[config.mk]
export PLATFORM = sky130hd
export DESIGN_NAME = digit_mux_scanner
export DESIGN_NICKNAME = d
export VERILOG_FILES = /design/src/rtl/digit_mux_scanner.sv
export SDC_FILE = /design/constraint.sdc
export NUM_CORES = 1
export LEC_CHECK = 0
export CAP_MARGIN = 20
export CORE_UTILIZATION = 50
export DETAILED_ROUTE_END_ITERATION = 16
export DONT_BUFFER_PORTS = 1
export PLACE_DENSITY = 0.64
export SLEW_MARGIN = 20
export SYNTH_ARGS = -nofsm -noshare
export SYNTH_HDL_FRONTEND = slang
export SYNTH_SLANG_ARGS = --single-unit
[constraint.sdc]
create_clock -name clk -period 2.5 [get_ports clk]
set_input_delay 0.75 -clock clk [delete_from_list [all_inputs] [get_ports clk]]
set_output_delay 0.75 -clock clk [all_outputs]
set_load 0.01 [all_outputs]
[src/rtl/digit_mux_scanner.sv]
// digit_mux_scanner: time-multiplexes two hex digits onto one seven-segment
// decoder nibble and drives the two active-low anode enables, with a
// programmable all-off gap between digits to suppress ghosting.
// Optional feature macro: DIGIT_MUX_LEAD_ZERO_BLANK_EN (blank a leading zero
// on digit 1).
module digit_mux_scanner #(
  parameter int unsigned PERIOD = 24000,
  parameter int unsigned BLANK  = 240,
  parameter int unsigned CW     = 16
) (
  input  logic       clk,
  input  logic       reset_n,
  input  logic [3:0] d0,
  input  logic [3:0] d1,
  output logic [3:0] s,
  output logic [1:0] an,
  output logic       sel
);

  typedef enum logic [1:0] {
    DIG0   = 2'd0,
    BLANK0 = 2'd1,
    DIG1   = 2'd2,
    BLANK1 = 2'd3
  } state_t;

  // Last count value of each phase; a zero-length blank still needs one
  // cycle in BLANK1 after reset, so it is treated as length 1 there.
  localparam logic [CW-1:0] PER_LAST = CW'(PERIOD - 1);
  localparam logic [CW-1:0] BLK_LAST = (BLANK == 0) ? '0 : CW'(BLANK - 1);

  state_t        state, state_nx;
  logic [CW-1:0] cnt, cnt_nx;
  logic [CW-1:0] last;
  logic [3:0]    s_nx;
  logic [1:0]    an_nx;
  logic          sel_nx;

  // State, phase counter and registered outputs
  always_ff @(posedge clk) begin
    if (!reset_n) begin
      state <= BLANK1;
      cnt   <= '0;
      an    <= 2'b11;
      s     <= '0;
      sel   <= 1'b1;
    end else begin
      state <= state_nx;
      cnt   <= cnt_nx;
      an    <= an_nx;
      s     <= s_nx;
      sel   <= sel_nx;
    end
  end

  // Next-state, counter and output values; outputs only change on phase entry
  always_comb begin
    state_nx = state;
    cnt_nx   = cnt + CW'(1);
    s_nx     = s;
    an_nx    = an;
    sel_nx   = sel;
    last     = (state == DIG0 || state == DIG1) ? PER_LAST : BLK_LAST;

    // ">=" also catches an out-of-range count and forces an advance
    if (cnt >= last) begin
      cnt_nx = '0;
      case (state)
        DIG0:    state_nx = (BLANK == 0) ? DIG1 : BLANK0;
        BLANK0:  state_nx = DIG1;
        DIG1:    state_nx = (BLANK == 0) ? DIG0 : BLANK1;
        BLANK1:  state_nx = DIG0;
        default: state_nx = BLANK1;
      endcase

      case (state_nx)
        DIG0: begin
          s_nx   = d0;
          sel_nx = 1'b0;
          an_nx  = 2'b10;
        end
        DIG1: begin
          s_nx   = d1;
          sel_nx = 1'b1;
`ifdef DIGIT_MUX_LEAD_ZERO_BLANK_EN
          an_nx  = (d1 == 4'h0) ? 2'b11 : 2'b01;
`else
          an_nx  = 2'b01;
`endif
        end
        default: an_nx = 2'b11;
      endcase
    end
  end

endmodule

==> key figures <==
STA
  • Setup repair after global routing missed its margin: false
  • Slew Limit Headroom: 72.00%
  • Worst hold slack: 0.4822 ns
  • Sum of negative setup slack: 0 ns
  • Max Freq: 0.4512 GHz
  • Pin slew with the least headroom to its limit: 0.4177 ns
  • Max Transition Viols Final: 0
  • Final hold violations: 0
  • Final setup viols: 0
  • Fin Clk Skew: about 0.0025 ns
  • Final critical-path share of the clock period: about nine tenths
  • Post-layout minimum cycle time: 2.217 ns

Global routing
  • Wire length of the first global-routing pass: 3795 um
  • Met2 usage: 31.01%
  • Global routing usage on met3: 2.899%
  • Total global routing overflow: 0
  • Largest net degree at the start of global routing: 16
  • Gr usage total: 18.63%
  • Initial antenna violation count: 0
  • Global routing usage on met1: 23.51%
  • Most crowded layer after global routing: met2
  • Via count of the first global-routing pass: 900

Final layout
  • Final-stage net count: roughly 160
  • Commonest non-fill, non-tap cells in the layout: sky130_fd_sc_hd__dfxtp_1 (25), sky130_fd_sc_hd__nor2_1 (23), sky130_fd_sc_hd__ha_1 (13), sky130_fd_sc_hd__nand3_1 (12)
  • N_diodes: 0
  • Commonest non-fill, non-tap cell in the layout: sky130_fd_sc_hd__dfxtp_1
  • Cell area after layout: 1331 um2
  • Relative area change from synthesis to final layout: 3.101%
  • Share of cells above drive strength 1: 6.475%
  • Post-route insts no fill: 169
  • Layout fillers: 231
  • Final core utilization: approximately 54%

Drt
  • Vias after detailed routing: 952
  • Residual antenna-violating net count after detailed routing: 0
  • Starting DRT DRC Count: 12
  • Wire per inst: 13.18 um
  • Via-per-instance ratio: 5.633
  • Drc violations: 0
  • TritonRoute pass-1 iters: 4
  • Detailed-route wire length: 2228 um

Clocking
  • Number of post-CTS setup repair buffers: 0
  • Clock slew at the register clock pins of the worst setup and hold paths: 0.13 ns
  • CTS Buf Count: 3
  • TritonCTS clock tree: done
  • H-tree levels: 1
  • Hold Buf Count CTS: 0
  • Number of buffers on the longest clock path: 2
  • # clock sinks: 25
  • CTS Root Buffer Type: sky130_fd_sc_hd__clkbuf_4
  • Clock latency at the later pin of the worst-skew pair: 0.31 ns

Place
  • DP Area: 1299 um2
  • Count of placed standard cells including taps: 165
  • Number of buffers added on ports: 0
  • Detailed placement HPWL: 1673 um
  • Placer's final routability congestion estimate: 0.7806

Worst setup path
  • Critical-path top delay cell: sky130_fd_sc_hd__dfxtp_1
  • CP dominant cell by count: sky130_fd_sc_hd__a31oi_1
  • Critical path buffers and inverters: 1
  • Cell family with most CP delay: compound AO/OA/AOI/OAI gates
  • Kind of capture point of the worst setup path: flop
  • List of cells traversed by the critical path: inv_1, ha_1, a31oi_1, o21ai_1, a211o_1, nor3b_1, a31oi_1
  • Critical Path Start Type: flop
  • Maximum fanout count along the critical path: 12
  • Required @ worst endpoint: 2.71 ns
  • CP peak stage delay: 0.60 ns
  • Arr. time, crit path: 2.42 ns
  • Type of the worst setup path: reg -> reg

Power
  • Pwr per Cell Area: about 450 nW/um2
  • Lkg Pwr: about 0.57 nW
  • Peak ir drop on the vdd network: 350.1 uV

Floorplanning
  • Overall die height: 52.82 um
  • Total Die Area: 2790 um2
  • CORE AREA: around 2500 um2
  • Initial core utilization: about 53%
  • Row count: 18
  • Num ports: 17
  • Die extent in x: 52.82 um

Worst hold path
  • Min-delay worst type: reg -> reg

Synth
  • Post-synth cell types: 30
  • Synth Register Bits: 25
  • Synthesized instance count: 139
  • Number of warning messages in the yosys log: 0
  • EDFF count, synth: 0
  • Proportion of synthesized chip area in sequential cells: 38.76%
  • Synthesized net count: about 160
  • Mean area per synthesized cell: 9.289 um2
  • FFs w/ async S/R, synth: 0%
  • Most used flip-flop cell after synthesis: sky130_fd_sc_hd__dfxtp_1
  • Post-Synthesis Cell Area: 1291 um2

Flow run
  • Max-cap violation count: 0

Run status
  • Run status: completed
layer usage:
metal	up-vias	share of wire, %
met2	6	47
met5	-	0
met3	2	2.0
li1	487	-
met4	0	0.45
met1	457	50
power breakdown:
part | internal (mW) | leakage [nW] | switching [mW]
registers | 0.403 | 0.202 | 0.00342
logic | 0.00564 | 0.351 | 0.00661
clock network | 0.0599 | 0.0177 | 0.120
stage by stage:
step	total power [mW]	worst slack, ns
after global routing	0.6163	0.03164
after CTS	0.6081	0.1880
final	0.5977	0.2835
after floorplan	0.4281	0.5962
after global placement	0.4281	0.3686
after detailed placement	0.4274	0.2179
state kept, by name, summed over array words and instances, names as in the netlist:
register and flops:
an 2, state 2, sel 1, cnt 16, s 4
path summary, 6_finish.rpt:
| kind | end | depth (start not counted) | slack [ns] | from |
|---|---|---|---|---|
| setup / recovery | an[0] | 7 | 0.28 | state[0] |
| hold / removal | cnt[0] | 1 | 0.48 | cnt[0] |
| setup reg to reg | an[0] | 7 | 0.28 | state[0] |
| hold reg to reg | cnt[0] | 1 | 0.48 | cnt[0] |
area by class of cell:
cell class / count / area (um2) / share of cell area, %
Inverter: 5 / 18.77 / 1.410
Tap cell: 30 / 37.54 / 2.820
Clock buffer: 3 / 22.52 / 1.692
Multi-Input combinational cell: 105 / 747.0 / 56.11
Clock inverter: 1 / 5.005 / 0.3759
Sequential cell: 25 / 500.5 / 37.59
worst reg2reg max path, stage by stage (launching register included):
cell and delay (ns):
sky130_fd_sc_hd__dfxtp_1 0.60, sky130_fd_sc_hd__inv_1 0.16, sky130_fd_sc_hd__ha_1 0.34, sky130_fd_sc_hd__a31oi_1 0.18, sky130_fd_sc_hd__o21ai_1 0.12, sky130_fd_sc_hd__a211o_1 0.42
sky130_fd_sc_hd__nor3b_1 0.25, sky130_fd_sc_hd__a31oi_1 0.05
logic make-up (layout without fill, tap and decap cells):
group	Yosys count	in the layout	synth area share, %
buffers and inverters	9	9	3.779
AND/OR/NAND/NOR	58	58	22.58
adder cells (fa/ha/maj)	13	13	12.60
flip-flops	25	25	38.76
XOR/XNOR	13	13	8.818
multiplexers	4	4	3.101
AO/OA/AOI/OAI	17	17	10.37
synth_stat cells (2+ instances only):
| master | n | area, um2 |
|---|---|---|
| sky130_fd_sc_hd__buf_6 | 2 | 22.52 |
| sky130_fd_sc_hd__dfxtp_1 | 25 | 500.5 |
| sky130_fd_sc_hd__a31oi_1 | 3 | 18.77 |
| sky130_fd_sc_hd__nor3b_1 | 2 | 15.01 |
| sky130_fd_sc_hd__and3_1 | 3 | 18.77 |
| sky130_fd_sc_hd__mux2i_1 | 4 | 40.04 |
| sky130_fd_sc_hd__o211a_1 | 4 | 40.04 |
| sky130_fd_sc_hd__ha_1 | 13 | 162.7 |
| sky130_fd_sc_hd__and4_1 | 2 | 17.52 |
| sky130_fd_sc_hd__nor2_1 | 23 | 86.33 |
| sky130_fd_sc_hd__inv_1 | 5 | 18.77 |
| sky130_fd_sc_hd__o211ai_1 | 3 | 22.52 |
| sky130_fd_sc_hd__nand3_1 | 12 | 60.06 |
| sky130_fd_sc_hd__xnor2_1 | 7 | 61.31 |
| sky130_fd_sc_hd__nand4_1 | 2 | 12.51 |
| sky130_fd_sc_hd__o21ai_1 | 2 | 10.01 |
| sky130_fd_sc_hd__nand2_1 | 7 | 26.28 |
| sky130_fd_sc_hd__xor2_1 | 6 | 52.55 |
| sky130_fd_sc_hd__nor3_1 | 3 | 15.01 |
what timing repair did:
item	4_1_cts	5_1_grt
endpoints found under the setup margin	0	1
resized for setup	0	1
hold endpoints to repair	0	0
(Power assumes the default switching activity.)
